==> config.mk <==
export PLATFORM = sky130hd
export DESIGN_NAME = muldiv_ctrl_flat
export DESIGN_NICKNAME = d
export VERILOG_FILES = /design/src/rtl/muldiv_pkg.sv /design/src/rtl/muldiv_ctrl_if.sv /design/src/rtl/muldiv_signfix.sv /design/src/rtl/muldiv_ctrl.sv /design/src/flat_wrapper.sv
export SDC_FILE = /design/constraint.sdc
export NUM_CORES = 1
export LEC_CHECK = 0
export BUFFER_PORTS_ARGS = -buffer_cell sky130_fd_sc_hd__buf_4
export CAP_MARGIN = 20
export CORE_UTILIZATION = 53
export DETAILED_ROUTE_END_ITERATION = 10
export PLACE_DENSITY = 0.83
export SYNTH_ARGS = -nofsm -noshare
export SYNTH_HDL_FRONTEND = slang
export SYNTH_HIERARCHICAL = 1
export SYNTH_SLANG_ARGS = --single-unit
==> constraint.sdc <==
create_clock -name clk -period 2.6 [get_ports clk]
set_input_delay 0.39 -clock clk [delete_from_list [all_inputs] [get_ports clk]]
set_output_delay 0.39 -clock clk [all_outputs]
set_load 0.02 [all_outputs]
==> src/rtl/muldiv_pkg.sv <==
// Shared constants, op encodings and FSM states for the
// iterative multiply/divide sequencer.
package muldiv_pkg;

   localparam logic [3:0] ALU_ADD = 4'b0010;
   localparam logic [3:0] ALU_SUB = 4'b0110;

   typedef enum logic [1:0] {
      OP_MULTU = 2'b00,
      OP_MULT  = 2'b01,
      OP_DIVU  = 2'b10,
      OP_DIV   = 2'b11
   } op_e;

   typedef enum logic [1:0] {
      S_IDLE,
      S_CALC,
      S_FIX,
      S_DONE
   } state_e;

endpackage

==> src/rtl/muldiv_ctrl_if.sv <==
// Request, shared-ALU and result bundle between the EX stage
// and the multiply/divide sequencer.
interface muldiv_ctrl_if #(
   parameter int XLEN = 32
) ();

   logic            start;
   logic [1:0]      op;
   logic [XLEN-1:0] rs_val;
   logic [XLEN-1:0] rt_val;
   logic            flush;
   logic [XLEN-1:0] alu_result;
   logic [XLEN-1:0] alu_a;
   logic [XLEN-1:0] alu_b;
   logic [3:0]      alu_control;
   logic            alu_own;
   logic            busy;
   logic            done;
   logic            div_zero;
   logic [XLEN-1:0] hi;
   logic [XLEN-1:0] lo;

   modport master (
      output start, op, rs_val, rt_val, flush, alu_result,
      input  alu_a, alu_b, alu_control, alu_own,
      input  busy, done, div_zero, hi, lo
   );

   modport slave (
      input  start, op, rs_val, rt_val, flush, alu_result,
      output alu_a, alu_b, alu_control, alu_own,
      output busy, done, div_zero, hi, lo
   );

endinterface

==> src/rtl/muldiv_signfix.sv <==
// Operand absolute values on entry and two's-complement
// correction of product / quotient / remainder on exit.
module muldiv_signfix #(
   parameter int XLEN = 32
) (
   input  logic            sgn,
   input  logic [XLEN-1:0] rs_val,
   input  logic [XLEN-1:0] rt_val,
   input  logic            is_div,
   input  logic            neg_res,
   input  logic            neg_rem,
   input  logic [XLEN-1:0] acc,
   input  logic [XLEN-1:0] sreg,
   output logic            rs_neg,
   output logic            rt_neg,
   output logic [XLEN-1:0] rs_abs,
   output logic [XLEN-1:0] rt_abs,
   output logic [XLEN-1:0] fix_hi,
   output logic [XLEN-1:0] fix_lo
);

   logic [2*XLEN-1:0] prod;
   logic [2*XLEN-1:0] prod_fix;

   assign rs_neg = sgn & rs_val[XLEN-1];
   assign rt_neg = sgn & rt_val[XLEN-1];
   assign rs_abs = rs_neg ? -rs_val : rs_val;
   assign rt_abs = rt_neg ? -rt_val : rt_val;

   assign prod     = {acc, sreg};
   assign prod_fix = neg_res ? -prod : prod;

   always_comb begin
      fix_hi = prod_fix[2*XLEN-1:XLEN];
      fix_lo = prod_fix[XLEN-1:0];
      if (is_div) begin
         fix_hi = neg_rem ? -acc : acc;
         fix_lo = neg_res ? -sreg : sreg;
      end
   end

endmodule

==> src/rtl/muldiv_ctrl.sv <==
// Iterative MULT/MULTU/DIV/DIVU sequencer borrowing the shared ALU.
// MULDIV_ZERO_SKIP_EN: multiply by zero skips the iterations.
module muldiv_ctrl
   import muldiv_pkg::*;
#(
   parameter int XLEN  = 32,
   parameter int CNT_W = 5
) (
   input logic          clk,
   input logic          reset,
   muldiv_ctrl_if.slave bus
);

   state_e state;
   state_e state_nx;

   logic [CNT_W-1:0] cnt;
   logic [XLEN-1:0]  acc;
   logic [XLEN-1:0]  sreg;
   logic [XLEN-1:0]  opnd;
   logic [XLEN-1:0]  hi_q;
   logic [XLEN-1:0]  lo_q;
   logic             is_div;
   logic             neg_res;
   logic             neg_rem;
   logic             dz;

   logic            rs_neg;
   logic            rt_neg;
   logic [XLEN-1:0] rs_abs;
   logic [XLEN-1:0] rt_abs;
   logic [XLEN-1:0] fix_hi;
   logic [XLEN-1:0] fix_lo;

   logic            go;
   logic            div0;
   logic            zskip;
   logic            carry;
   logic            rem_msb;
   logic [XLEN-1:0] rem_sh;
   logic            accept;

   logic [XLEN-1:0] alu_a;
   logic [XLEN-1:0] alu_b;
   logic [3:0]      alu_control;
   logic            alu_own;

   muldiv_signfix #(.XLEN(XLEN)) u_signfix (
      .sgn     (bus.op[0]),
      .rs_val  (bus.rs_val),
      .rt_val  (bus.rt_val),
      .is_div  (is_div),
      .neg_res (neg_res),
      .neg_rem (neg_rem),
      .acc     (acc),
      .sreg    (sreg),
      .rs_neg  (rs_neg),
      .rt_neg  (rt_neg),
      .rs_abs  (rs_abs),
      .rt_abs  (rt_abs),
      .fix_hi  (fix_hi),
      .fix_lo  (fix_lo)
   );

   assign go   = bus.start & ~bus.flush;
   assign div0 = bus.op[1] & (bus.rt_val == '0);

`ifdef MULDIV_ZERO_SKIP_EN
   assign zskip = ~bus.op[1] &
                  ((bus.rs_val == '0) | (bus.rt_val == '0));
`else
   assign zskip = 1'b0;
`endif

   assign carry   = bus.alu_result < acc;
   assign rem_msb = acc[XLEN-1];
   assign rem_sh  = {acc[XLEN-2:0], sreg[XLEN-1]};
   assign accept  = rem_msb | (rem_sh >= opnd);

   always_ff @(posedge clk) begin
      if (reset) state <= S_IDLE;
      else       state <= state_nx;
   end

   always_comb begin
      state_nx = state;
      unique case (state)
         S_IDLE: begin
            if (go) state_nx = (div0 | zskip) ? S_FIX : S_CALC;
         end
         S_CALC: begin
            if (bus.flush)      state_nx = S_IDLE;
            else if (cnt == '0) state_nx = S_FIX;
         end
         S_FIX:  state_nx = bus.flush ? S_IDLE : S_DONE;
         S_DONE: state_nx = S_IDLE;
      endcase
   end

   // Early-exit cases preload {acc,sreg} so FIX writes them unchanged.
   always_ff @(posedge clk) begin
      if (reset) begin
         cnt     <= '0;
         acc     <= '0;
         sreg    <= '0;
         opnd    <= '0;
         hi_q    <= '0;
         lo_q    <= '0;
         is_div  <= 1'b0;
         neg_res <= 1'b0;
         neg_rem <= 1'b0;
         dz      <= 1'b0;
      end else begin
         unique case (state)
            S_IDLE: begin
               if (go) begin
                  is_div <= bus.op[1];
                  cnt    <= '1;
                  dz     <= div0;
                  if (div0) begin
                     acc     <= bus.rs_val;
                     sreg    <= '1;
                     opnd    <= '0;
                     neg_res <= 1'b0;
                     neg_rem <= 1'b0;
                  end else if (zskip) begin
                     acc     <= '0;
                     sreg    <= '0;
                     opnd    <= '0;
                     neg_res <= 1'b0;
                     neg_rem <= 1'b0;
                  end else begin
                     acc     <= '0;
                     sreg    <= bus.op[1] ? rs_abs : rt_abs;
                     opnd    <= bus.op[1] ? rt_abs : rs_abs;
                     neg_res <= rs_neg ^ rt_neg;
                     neg_rem <= rs_neg;
                  end
               end
            end
            S_CALC: begin
               if (!bus.flush) begin
                  cnt <= cnt - 1'b1;
                  if (is_div) begin
                     if (accept) begin
                        acc  <= bus.alu_result;
                        sreg <= {sreg[XLEN-2:0], 1'b1};
                     end else begin
                        acc  <= rem_sh;
                        sreg <= {sreg[XLEN-2:0], 1'b0};
                     end
                  end else if (sreg[0]) begin
                     acc  <= {carry, bus.alu_result[XLEN-1:1]};
                     sreg <= {bus.alu_result[0], sreg[XLEN-1:1]};
                  end else begin
                     acc  <= {1'b0, acc[XLEN-1:1]};
                     sreg <= {acc[0], sreg[XLEN-1:1]};
                  end
               end
            end
            S_FIX: begin
               if (!bus.flush) begin
                  hi_q <= fix_hi;
                  lo_q <= fix_lo;
               end
            end
            S_DONE: ;
         endcase
      end
   end

   always_comb begin
      alu_a       = '0;
      alu_b       = '0;
      alu_control = ALU_ADD;
      alu_own     = 1'b0;
      if (state == S_CALC) begin
         alu_own = 1'b1;
         alu_b   = opnd;
         if (is_div) begin
            alu_a       = rem_sh;
            alu_control = ALU_SUB;
         end else begin
            alu_a = acc;
         end
      end
   end

   assign bus.alu_a       = alu_a;
   assign bus.alu_b       = alu_b;
   assign bus.alu_control = alu_control;
   assign bus.alu_own     = alu_own;
   assign bus.busy        = state != S_IDLE;
   assign bus.done        = state == S_DONE;
   assign bus.div_zero    = (state == S_DONE) & dz;
   assign bus.hi          = hi_q;
   assign bus.lo          = lo_q;

endmodule

==> src/flat_wrapper.sv <==
// flat-port wrapper written by rule: the top's interface ports become plain ports
module muldiv_ctrl_flat import muldiv_pkg::*;
#(
   parameter int XLEN  = 32,
   parameter int CNT_W = 5
)
  (clk, reset, bus_start, bus_op, bus_rs_val, bus_rt_val, bus_flush, bus_alu_result, bus_alu_a, bus_alu_b, bus_alu_control, bus_alu_own, bus_busy, bus_done, bus_div_zero, bus_hi, bus_lo);
  muldiv_ctrl_if #(.XLEN(XLEN)) bus_i ();
  input logic clk;
  input logic reset;
  input wire logic [$bits(bus_i.start)-1:0] bus_start;
  input wire logic [$bits(bus_i.op)-1:0] bus_op;
  input wire logic [$bits(bus_i.rs_val)-1:0] bus_rs_val;
  input wire logic [$bits(bus_i.rt_val)-1:0] bus_rt_val;
  input wire logic [$bits(bus_i.flush)-1:0] bus_flush;
  input wire logic [$bits(bus_i.alu_result)-1:0] bus_alu_result;
  output wire logic [$bits(bus_i.alu_a)-1:0] bus_alu_a;
  output wire logic [$bits(bus_i.alu_b)-1:0] bus_alu_b;
  output wire logic [$bits(bus_i.alu_control)-1:0] bus_alu_control;
  output wire logic [$bits(bus_i.alu_own)-1:0] bus_alu_own;
  output wire logic [$bits(bus_i.busy)-1:0] bus_busy;
  output wire logic [$bits(bus_i.done)-1:0] bus_done;
  output wire logic [$bits(bus_i.div_zero)-1:0] bus_div_zero;
  output wire logic [$bits(bus_i.hi)-1:0] bus_hi;
  output wire logic [$bits(bus_i.lo)-1:0] bus_lo;
  assign bus_i.start = bus_start;
  assign bus_i.op = bus_op;
  assign bus_i.rs_val = bus_rs_val;
  assign bus_i.rt_val = bus_rt_val;
  assign bus_i.flush = bus_flush;
  assign bus_i.alu_result = bus_alu_result;
  assign bus_alu_a = bus_i.alu_a;
  assign bus_alu_b = bus_i.alu_b;
  assign bus_alu_control = bus_i.alu_control;
  assign bus_alu_own = bus_i.alu_own;
  assign bus_busy = bus_i.busy;
  assign bus_done = bus_i.done;
  assign bus_div_zero = bus_i.div_zero;
  assign bus_hi = bus_i.hi;
  assign bus_lo = bus_i.lo;
  muldiv_ctrl #(.XLEN(XLEN), .CNT_W(CNT_W)) u_core (.clk(clk), .reset(reset), .bus(bus_i));
endmodule
# Word-level counts from Yosys, hierarchy flattened
# Index checks and enable logic that the tools add are counted.
# word_totals
in_bits	102
latchBits	0
ram_bits	0
regBits	171
romBits	0
n_memories	0
out_inout_bits	136
word_cells	83
# op_classes
n_shift	0
muxes	41
bitwise	8
n_eq_ne	6
magnitude_cmp	2
reduce_logical	9
add_sub_neg	6
div_mod_pow	0
n_mul	0
# ops
cell	count
2-to-1 mux 32 bit	23
negator 32 bit	4
one-hot mux 32 bit (2 select lines)	2
2-to-1 mux 64 bit	1
negator 64 bit	1
>= comparator 32 bit	1
logical NOT 32 bit	1
less-than comparator 32 bit	1
2-to-1 mux 2 bit	5
2-to-1 mux 5 bit	2
one-hot mux 5 bit (2 select lines)	1
one-hot mux 2 bit (4 select lines)	1
AND reduction 2 bit	3
AND 1 bit	5
logical NOT 5 bit	1
subtractor 5 x 1 -> 5 bit (second input constant)	1
== test 2 bit (second input constant)	2
2-to-1 mux 1 bit	4
2-to-1 mux 4 bit	1
nonzero test 2 bit	2
2-to-1 mux 3 bit	1
!= test 3 x 2 -> 1 bit (second input constant)	1
AND reduction 3 bit	1
== test 2 x 1 -> 1 bit (second input constant)	1
other kinds (6)	6

# Logic depth before layout (Yosys ltp)
# Gate-level depths: netlist of run 1.
# logic_depth
depth_word	6
ltp_mapped	13
mapped_depth_nobuf	12

# Cells and area by module
# The synthesis of run 1 kept the hierarchy.
# modules_own_cells
mod	instances	seq_area_each_um2	area_each_um2	cells_per_inst
muldiv_ctrl	1	3423.3	10840.4	1370
muldiv_signfix	1	0.0	3191.8	503

# Least setup slack after synthesis of run 1
# No wires, ideal clock.
# synth_timing
kind	input port to flip-flop
startpoint	input port bus_rs_val[6]
endpoint	register u_core.sreg[22]
arrival_ns	2.631
path_buffers	1
setup_slack_ns	-0.096
required_ns	2.535
setup_time_ns	0.065
path_stages	11
cell_sequence	or4_1 > nor4b_4 > and3_1 > clkbuf_1 > nand2_1 > o21ai_0 > xnor2_1 > mux2i_1 > a221oi_1 > a21oi_1 > nor2_1
# synth_between
elab_chain_len	6
# synth_rtl
item	line_no	text
start: declaration	flat_wrapper.sv:13	input wire logic [$bits(bus_i.rs_val)-1:0] bus_rs_val;
negator 32 bit	muldiv_signfix.sv:27	assign rs_abs = rs_neg ? -rs_val : rs_val;
2-to-1 mux 32 bit	muldiv_signfix.sv:27	
net u_core.rs_abs[22]	muldiv_ctrl.sv:30	logic [XLEN-1:0] rs_abs;
2-to-1 mux 32 bit	muldiv_ctrl.sv:134	sreg <= bus.op[1] ? rs_abs : rt_abs;
2-to-1 mux 32 bit	muldiv_ctrl.sv:120	if (div0) begin
2-to-1 mux 32 bit	muldiv_ctrl.sv:116	if (go) begin
one-hot mux 32 bit (2 select lines)	muldiv_ctrl.sv:114	unique case (state)
end signal: assignment	muldiv_ctrl.sv:134	
end signal: assignment	muldiv_ctrl.sv:147	sreg <= {sreg[XLEN-2:0], 1'b1};
end signal: assignment	muldiv_ctrl.sv:150	sreg <= {sreg[XLEN-2:0], 1'b0};
end: declaration	muldiv_ctrl.sv:19	logic [XLEN-1:0] sreg;
# The timed path passes the listed nets, and every way through them passes these cells. The select of a mux whose other input is x is not followed.
# A chain may end at the register's enable or synchronous reset.

# Worst setup path after layout of run 1
# layout_timing
startpoint	register u_core.acc[17]
endpoint	register u_core.acc[30]
# layout_between
elab_chain_len	6
# layout_rtl
item	line_no	text
start: declaration	muldiv_ctrl.sv:18	logic [XLEN-1:0] acc;
start signal: assignment	muldiv_ctrl.sv:121	acc <= bus.rs_val;
start signal: assignment	muldiv_ctrl.sv:146	acc <= bus.alu_result;
start signal: assignment	muldiv_ctrl.sv:149	acc <= rem_sh;
>= comparator 32 bit	muldiv_ctrl.sv:78	assign accept = rem_msb | (rem_sh >= opnd);
OR 1 bit	muldiv_ctrl.sv:78	
2-to-1 mux 32 bit	muldiv_ctrl.sv:145	if (accept) begin
2-to-1 mux 32 bit	muldiv_ctrl.sv:144	if (is_div) begin
2-to-1 mux 32 bit	muldiv_ctrl.sv:142	if (!bus.flush) begin
one-hot mux 32 bit (2 select lines)	muldiv_ctrl.sv:114	
# Every way passes these cells. The select of a mux whose other input is x is not followed.

==> results of run 1 <==
## state kept, by name, summed over array words and instances, names as in the netlist
name and flops:
u_core/acc 32, u_core/bus.hi 32, u_core/bus.lo 32, u_core/cnt 5
u_core/dz 1, u_core/is_div 1, u_core/neg_rem 1, u_core/neg_res 1
u_core/opnd 32, u_core/sreg 32, u_core/state 2
## worst max-delay path by stage
stage	from	end	slack, ps	cells after the start
after floorplan	u_core/acc[10]$_SDFFE_PP0P_	u_core/acc[11]$_SDFFE_PP0P_	6	9
after global placement	bus_rt_val[6]	u_core/sreg[29]$_SDFFE_PP0P_	-250	12
after detailed placement	bus_rt_val[6]	u_core/sreg[13]$_SDFFE_PP0P_	-300	11
after CTS	u_core/opnd[13]$_SDFFE_PP0P_	u_core/acc[30]$_SDFFE_PP0P_	-2	11
after global routing	u_core/acc[17]$_SDFFE_PP0P_	u_core/acc[20]$_SDFFE_PP0P_	-110	10
final	u_core/acc[17]$_SDFFE_PP0P_	u_core/acc[30]$_SDFFE_PP0P_	-70	10
## routing by layer
metal,wire [um],track usage,vias up
met4,3830,0.254,0
li1,-,-,7325
met5,0,0,-
met3,5720,0.0801,247
met1,20800,0.466,7504
met2,24400,0.617,1069
## area by class of cell
| class | count | area, sq um |
|---|---|---|
| clock buffer | 17 | 425 |
| clock inverter | 14 | 146 |
| fill | 2116 | 7630 |
| inverter | 90 | 340 |
| multi-input combinational | 1482 | 10300 |
| sequential | 171 | 3460 |
| tap | 335 | 419 |
| timing repair buffer | 416 | 3300 |
## per-stage QoR
step	hold WS, ps	TNS, ps	instances	area (sq um)	utilization
5_1_grt	260	-1510	2525	18400	0.706
3_5_place_dp	447	-7090	2488	17100	0.660
6_report	245	-610	2525	18400	0.706
3_3_place_gp	437	-3960	2488	17100	0.660
4_1_cts	226	-2.15	2522	17800	0.687
2_1_floorplan	427	0	1874	14000	-
## cell families (layout without fill, tap and decap cells)
logic type	Yosys count	in the layout	synth area share
AOI/OAI and AO/OA	484	484	0.233
xor gates and xnor gates	123	123	0.0768
adders and majority gates	69	69	0.0615
buffers and inverters	221	537	0.0625
DFF	171	171	0.244
muxes	159	159	0.113
other	2	3	0.000535
and+or+nand+nor	644	644	0.208
## report_power, final
| group | total (mW) | internal, mW | switching, mW |
|---|---|---|---|
| logic | 4.98 | 2.20 | 2.77 |
| registers | 2.98 | 2.79 | 0.182 |
| clock network | 2.58 | 1.29 | 1.30 |
## cells in the final DEF, fill, tap and decap left out, types with 31 or more instances in the layout
cell and instances:
sky130_fd_sc_hd__buf_4 402, sky130_fd_sc_hd__nand2_1 256, sky130_fd_sc_hd__a21oi_1 210, sky130_fd_sc_hd__nor2_1 178, sky130_fd_sc_hd__dfxtp_1 144, sky130_fd_sc_hd__mux2i_1 137, sky130_fd_sc_hd__xnor2_1 78, sky130_fd_sc_hd__inv_1 75
sky130_fd_sc_hd__o21ai_0 68, sky130_fd_sc_hd__nor3_1 61, sky130_fd_sc_hd__ha_1 56, sky130_fd_sc_hd__xor2_1 45, sky130_fd_sc_hd__a221oi_1 35, sky130_fd_sc_hd__o221ai_1 31
## timing repair
item / 4_1_cts / 5_1_grt
pin swaps: 2 / 22
buffers inserted: 2 / 1
resized for setup: 19 / 99
setup endpoints to repair: 32 / 77
gates cloned: 1 / 2
==> out/qor.yml, run 1 <==
result_of_the_run: "finished, violations left"
violations: "negative setup slack"
crit_fanout: 8
synth_top_cells_by_count: "sky130_fd_sc_hd__nand2_1, sky130_fd_sc_hd__a21oi_1, sky130_fd_sc_hd__nor2_1"
synthFlopType: "sky130_fd_sc_hd__dfxtp_1"
cts_tree: "done"
ys_warn_count: 6
boundaryPins: 238
clock_sinks: 171
cpLargestDelayFamily: "compound AO/OA/AOI/OAI gates"
worst_slew_margin_rel: 0.298
grt_antenna_before_repair: 0
area_contributors_post_synth: "sky130_fd_sc_hd__dfxtp_1, sky130_fd_sc_hd__mux2i_1, sky130_fd_sc_hd__a21oi_1"
finish.net_count: 2349
numCtsBuffers: 17
synthesis.area_per_instance_sq_um: 7.49
floorplan.die.height_um: 165
drive_above_1_share: 0.270
detailedPlacementHpwl_mm: 40.1
cts.path.max_buffers: 2
buffer_ports.inserted: 234
timing.critical_path.from_type: "flop"
cp_cell_sequence: "ha_4 -> a21oi_2 -> a21boi_2 -> a2111o_1 -> o31a_1 -> a211oi_4 -> buf_6 -> buf_12 -> mux2i_4 -> a221oi_2"
critical_path_arrival_ps: 2970
hold_path.class: "input port to flop"
worst_slack_ps: -73.9
synth_sequential_area_ratio: 0.244
grt_first_pass_wirelength_mm: 80.4
rsz_0062_raised_after_global_routing: "yes"
final_min_period_ps: 2670
fp.dieW_um: 165
static-leakage-power_nw: 7.42
clock_latency_ps: 450
routed_wire_length_per_instance_um: 21.7
mappedNetlistArea_sq_mm: 0.0140
critPathBufInv: 2
r2r_cells: 10
row_count: 59
slew_viol_final: 0
post_route_clock_period_utilization: 1.03
netlist-cell-type-count: 77
grt_pass1_vias: 15100
cpPeakStageDelay_ps: 410
post-layout-total-power_mw: 10.5
rr_startpoint: "u_core/acc[17]$_SDFFE_PP0P_"
min_from: "bus_flush"
post-synth-top-count-cell: "sky130_fd_sc_hd__nand2_1"
htree_levels: 4
post_synth_edffs: 0
hold_path_end: "u_core/state[1]$_SDFFE_PP0P_"
post_cts_hold_buffer_count: 0
timing_worst_slew_pin_value_ps: 1050
r2r_setup_slack_ps: -70
route.final.wire_length_mm: 54.8
pre_cts_slack_ps: -303
drtIter0Drc: 1854
crit_type: "flop to flop"
worst_setup_hold_path_clk_slew_ps: 80
grt_max_degree: 66
diodes: 0
post-route-drc-count: 0
cp_slowest_cell: "sky130_fd_sc_hd__dfxtp_2"
vias_per_cell: 6.39
worst_skew_ps: 16.1
initial_core_util: 0.540
crit-reg2reg-capture: "u_core/acc[30]$_SDFFE_PP0P_"
pwr_density_cell_mw_per_mm2: 574
drtAntennaViolNets: 0
fmax_ghz: 0.374
syn_to_layout_area_delta_pct: 30.8
gr-total-overflow: 0
synth_top_area_share: 0.244
fp.coreArea_sq_mm: 0.0260
drt_pre_antenna_iters: 6
yosysTopAreaCell: "sky130_fd_sc_hd__dfxtp_1"
synth_cells: 1873
finalHoldViolations: 0
crit_path_end_kind: "flop"
via_count: 16100
vdd_ir_drop_max_uv: 442
clk_root_buffer_cell: "sky130_fd_sc_hd__clkbuf_16"
ys_seq_elements: 171
routabilityCongestion: 1.01
maxCapViolCount: 0
die_footprint_sq_mm: 0.0271
grt_use_total: 0.385
setup_viol: 18
synthArstFlopShare: 0
cp.required_ps: 2900
timing.hold.worst_path_depth: 2
Power figures use the tool's default switching activity.
==> run 2, diff against run 1 <==
- CELL_PAD_IN_SITES_DETAIL_PLACEMENT: default -> 1
- CELL_PAD_IN_SITES_GLOBAL_PLACEMENT: default -> 2
- CORE_UTILIZATION: 53 -> 30
- PLACE_DENSITY: 0.83 -> 0.82
==> run 2 against run 1 <==
  * The flow still finishes with violations (negative setup slack)
  * Hold slack got worse by 34 ps
  * Sequential share of layout area fell by 0.74 points
  * Largest cell class unchanged
  * Die area rose by 76%
  * Critical endpoint is now u_core/acc[17]$_SDFFE_PP0P_
==> out/qor.yml, run 2 (synthesis results as in run 1) <==
result_of_the_run: "finished, violations left"
violations: "negative setup slack"
row_count: 78
hold_path.class: "input port to flop"
rr_startpoint: "u_core/acc[13]$_SDFFE_PP0P_"
drtIter0Drc: 975
grt_pass1_vias: 16300
worst_setup_hold_path_clk_slew_ps: 70
static-leakage-power_nw: 7.70
htree_levels: 4
cp_cell_sequence: "ha_4 -> nand4_1 -> nor2_2 -> a2111o_1 -> o31a_1 -> a211oi_4 -> buf_6 -> buf_12 -> mux2i_4 -> a221oi_2"
post_cts_hold_buffer_count: 0
finish.net_count: 2392
rsz_0062_raised_after_global_routing: "yes"
finalHoldViolations: 0
detailedPlacementHpwl_mm: 49.8
clock_latency_ps: 470
via_count: 15900
timing_worst_slew_pin_value_ps: 925
crit_fanout: 8
post_route_clock_period_utilization: 1.02
drt_pre_antenna_iters: 5
final_common_cell: "sky130_fd_sc_hd__buf_4"
finalSetupTns_ps: -159
pwr_density_cell_mw_per_mm2: 561
route.final.wire_length_mm: 65.0
die_footprint_sq_mm: 0.0476
grt_use_total: 0.266
crit_path_end_kind: "flop"
cp.required_ps: 2930
post-route-drc-count: 0
setup_viol: 8
routed_wire_length_per_instance_um: 22.9
worst_skew_ps: 19.1
critPathBufInv: 2
fin_cells: 2832
cts_tree: "done"
grt_first_pass_wirelength_mm: 96.8
fillerInstances: 5560
slew_viol_final: 0
cpLargestDelayFamily: "compound AO/OA/AOI/OAI gates"
fmax_ghz: 0.378
finish.utilization: 0.417
routabilityCongestion: 0.886
cts.path.max_buffers: 2
final_min_period_ps: 2650
vdd_ir_drop_max_uv: 317
diodes: 0
syn_to_layout_area_delta_pct: 36.0
fp.coreArea_sq_mm: 0.0458
min_from: "bus_flush"
numCtsBuffers: 17
grt_antenna_before_repair: 0
fp.dieW_um: 218
dp_cells: 2794
grt_max_degree: 77
worstSetupStartpoint: "u_core/acc[13]$_SDFFE_PP0P_"
critical_path_arrival_ps: 2980
r2r_setup_slack_ps: -50
drive_above_1_share: 0.289
timing.critical_path.from_type: "flop"
initial_core_util: 0.307
post-layout-total-power_mw: 10.7
clk_root_buffer_cell: "sky130_fd_sc_hd__clkbuf_16"
floorplan.die.height_um: 218
vias_per_cell: 5.61
layout.cells.most_common_list: "sky130_fd_sc_hd__buf_4, sky130_fd_sc_hd__nand2_1, sky130_fd_sc_hd__a21oi_1, sky130_fd_sc_hd__nor2_1, sky130_fd_sc_hd__mux2i_1"
crit_type: "flop to flop"
maxCapViolCount: 0
cp_slowest_cell: "sky130_fd_sc_hd__dfxtp_2"
worst_slack_ps: -46.7
clock_sinks: 171
gr-total-overflow: 0
buffer_ports.inserted: 234
cpPeakStageDelay_ps: 420
drtAntennaViolNets: 0
boundaryPins: 238
worst_slew_margin_rel: 0.381
==> run 2: path summary, 6_finish.rpt <==
kind | to | cells after the start
hold / removal | u_core/state[1]$_SDFFE_PP0P_ | 2
hold reg to reg | u_core/bus.hi[17]$_SDFFE_PP0P_ | 2
setup reg to reg | u_core/acc[17]$_SDFFE_PP0P_ | 10
setup / recovery | u_core/acc[17]$_SDFFE_PP0P_ | 10
==> run 2: metal layers <==
layer / part of all wire / vias up / track usage
met5: 0 / - / 0
met4: 0.048 / 0 / 0.133
met3: 0.048 / 138 / 0.0302
met2: 0.47 / 498 / 0.440
met1: 0.43 / 7866 / 0.340
li1: - / 7399 / -
==> run 2: what timing repair did <==
| item | 4_1_cts | 5_1_grt |
|---|---|---|
| pin swaps | 6 | 19 |
| resized for setup | 47 | 85 |
| buffers inserted | 2 | 4 |
| endpoints found under the setup margin | 46 | 74 |
| gates cloned | 1 | 1 |
==> run 2: cell type report <==
class                           count  area [sq um]  area share
Multi-Input combinational cell   1482         10300       0.539
Clock inverter                      7          78.8     0.00413
Inverter                           90           340      0.0178
Tap cell                          600           751      0.0393
Clock buffer                       23           509      0.0267
Sequential cell                   171          3460       0.181
Timing Repair Buffer              459          3660       0.192
==> run 2: power breakdown <==
group / switching, mW / internal (mW) / leakage, nW / total, mW
clock: 1.17 / 1.48 / 0.291 / 2.65
combinational: 2.90 / 2.18 / 6.01 / 5.08
sequential: 0.179 / 2.80 / 1.40 / 2.97
==> run 2: metrics by stage <==
step	setup slack, ps	area, sq um	hold WS (ps)
final	-46.7	19100	211
after global routing	-105	19100	201
after CTS	0.217	18600	173
after detailed placement	-431	17800	450
after global placement	-328	17800	444
after floorplan	6.14	14000	427
==> run 2: worst register-to-register path: stages, from the launching register on <==
cell and delay, ps:
sky130_fd_sc_hd__dfxtp_2 420, sky130_fd_sc_hd__ha_4 240, sky130_fd_sc_hd__nand4_1 120, sky130_fd_sc_hd__nor2_2 70, sky130_fd_sc_hd__a2111o_1 410, sky130_fd_sc_hd__o31a_1 320
sky130_fd_sc_hd__a211oi_4 220, sky130_fd_sc_hd__buf_6 190, sky130_fd_sc_hd__buf_12 170, sky130_fd_sc_hd__mux2i_4 280, sky130_fd_sc_hd__a221oi_2 90
==> run 3, diff against run 2 <==
- PLACE_DENSITY: 0.82 -> 0.9
==> run 3 against run 2 <==
  * Sequential power barely moved
  * The run still ends with negative setup slack left
  * Sequential share of layout area fell by 0.085 points
  * Utilization increased by 0.15 points
  * Count of clock-buffer cells in the layout shrank 3
  * Critical path depth is 1 higher
  * Maximum frequency about the same
  * First-iteration DRC count rose by 16%
  * Design area grew 0.36%
  * Critical endpoint is now u_core/acc[14]$_SDFFE_PP0P_
  * Non-clock buffer count up 10
  * Via count increased by 1.3%
  * Highest routed layer is now met5
  * Routed wire length increased by 0.30%
  * Hold slack improved by 13 ps
==> out/qor.yml, run 3 (synthesis results as in run 1) <==
cts_tree: "done"
grt_use_total: 0.265
gr-total-overflow: 0
row_count: 78
worst_skew_ps: 12.7
grt_first_pass_wirelength_mm: 97.4
clk_root_buffer_cell: "sky130_fd_sc_hd__clkbuf_16"
post_route_clock_period_utilization: 1.02
worstSetupStartpoint: "u_core/opnd[12]$_SDFFE_PP0P_"
final_min_period_ps: 2650
htree_levels: 4
diodes: 0
grt_max_degree: 131
rr_startpoint: "u_core/opnd[12]$_SDFFE_PP0P_"
hold_slack_ps: 225
grt_antenna_before_repair: 1
clock_latency_ps: 460
timing_worst_slew_pin_value_ps: 728
fillerInstances: 5595
crit_path_end_kind: "flop"
post-route-drc-count: 0
via_count: 16100
worst_setup_hold_path_clk_slew_ps: 70
clock_sinks: 171
critical_path_arrival_ps: 3010
finish.utilization: 0.419
grt_pass1_vias: 16400
initial_core_util: 0.307
fmax_ghz: 0.378
drtIter0Drc: 1130
pwr_density_cell_mw_per_mm2: 562
cp.required_ps: 2960
boundaryPins: 238
syn_to_layout_area_delta_pct: 36.5
crit_fanout: 8
numCtsBuffers: 17
drive_above_1_share: 0.291
rsz_0062_raised_after_global_routing: "yes"
result_of_the_run: "finished, violations left"
routabilityCongestion: 0.954
finalSetupTns_ps: -164
hold_path.class: "input port to flop"
finish.net_count: 2402
finalHoldViolations: 0
final_common_cell: "sky130_fd_sc_hd__buf_4"
min_from: "bus_flush"
fp.coreArea_sq_mm: 0.0458
violations: "negative setup slack"
crit_type: "flop to flop"
detailedPlacementHpwl_mm: 49.5
routed_wire_length_per_instance_um: 22.9
fp.dieW_um: 218
buffer_ports.inserted: 234
maxCapViolCount: 0
route.final.wire_length_mm: 65.1
worst_slew_margin_rel: 0.515
die_footprint_sq_mm: 0.0476
cts.path.max_buffers: 2
drtAntennaViolNets: 0
static-leakage-power_nw: 7.72
slew_viol_final: 0
vias_per_cell: 5.66
setup_viol: 14
drt_pre_antenna_iters: 5
floorplan.die.height_um: 218
vdd_ir_drop_max_uv: 387
timing.critical_path.from_type: "flop"
layout.cells.most_common_list: "sky130_fd_sc_hd__buf_4, sky130_fd_sc_hd__nand2_1, sky130_fd_sc_hd__a21oi_1, sky130_fd_sc_hd__nor2_1, sky130_fd_sc_hd__dfxtp_1"
worst_slack_ps: -48.4
## run 3: cell count changes in the layout (fill, tap and decap cells not counted), sizes merged
cell      delta
clkinvlp     +4
clkinv       -1
buf         +10
inv          +2
clkbuf       -3
## run 3: worst max-delay path, cell delays in order (launching register included)
cell	delay, ps
sky130_fd_sc_hd__dfxtp_2	340
sky130_fd_sc_hd__inv_2	70
sky130_fd_sc_hd__ha_1	270
sky130_fd_sc_hd__nand4_1	170
sky130_fd_sc_hd__nor2_2	80
sky130_fd_sc_hd__a2111o_1	370
sky130_fd_sc_hd__o31a_1	320
sky130_fd_sc_hd__a211oi_4	200
sky130_fd_sc_hd__buf_6	170
sky130_fd_sc_hd__buf_12	160
sky130_fd_sc_hd__mux2i_1	110
sky130_fd_sc_hd__a221oi_2	280
## run 3: what timing repair did
| item | 4_1_cts | 5_1_grt |
|---|---|---|
| hold buffers | 0 | 0 |
| setup buffers | 5 | 5 |
| resized for setup | 44 | 87 |
| endpoints found under the setup margin | 49 | 70 |
| cloned | 1 | 1 |
| pin swaps | 8 | 27 |
## run 3: metrics by stage
stage	cells	cell area, sq um	power, mW	setup slack, ps
2_1_floorplan	1874	14000	5.64	6.14
6_report	2844	19200	10.8	-48.4
3_3_place_gp	2800	17900	7.32	-248
4_1_cts	2838	18700	10.3	-59.7
3_5_place_dp	2800	17900	7.43	-330
5_1_grt	2844	19200	11.2	-88.4
## run 3: final cells by class
| class | count | area (sq um) | area share |
|---|---|---|---|
| clock inverters | 12 | 111 | 0.00581 |
| well taps | 600 | 751 | 0.0392 |
| multi-input cells | 1482 | 10300 | 0.537 |
| repair buffers | 469 | 3750 | 0.196 |
| inverters | 90 | 340 | 0.0178 |
| clock buffers | 20 | 457 | 0.0238 |
| flip-flops and latches | 171 | 3460 | 0.180 |
## run 3: worst paths after layout
kind / slack [ps] / to / cells past startpoint
max: -50 / u_core/acc[14]$_SDFFE_PP0P_ / 11
min: 220 / u_core/state[1]$_SDFFE_PP0P_ / 2
max reg2reg: -50 / u_core/acc[14]$_SDFFE_PP0P_ / 11
min reg2reg: 460 / u_core/bus.lo[22]$_SDFFE_PP0P_ / 2
## run 3: layer usage
layer	part of all wire	vias to the layer above	global-route usage	wire length, um
li1	-	7436	-	-
met1	0.43	7969	0.339	27900
met2	0.47	557	0.443	30800
met3	0.051	144	0.0303	3330
met4	0.048	2	0.128	3120
met5	0.00017	-	0	11
## run 3: where the power goes
part	switching (mW)	total, mW	internal (mW)
logic	2.95	5.19	2.24
clock network	1.22	2.60	1.38
registers	0.190	2.98	2.79
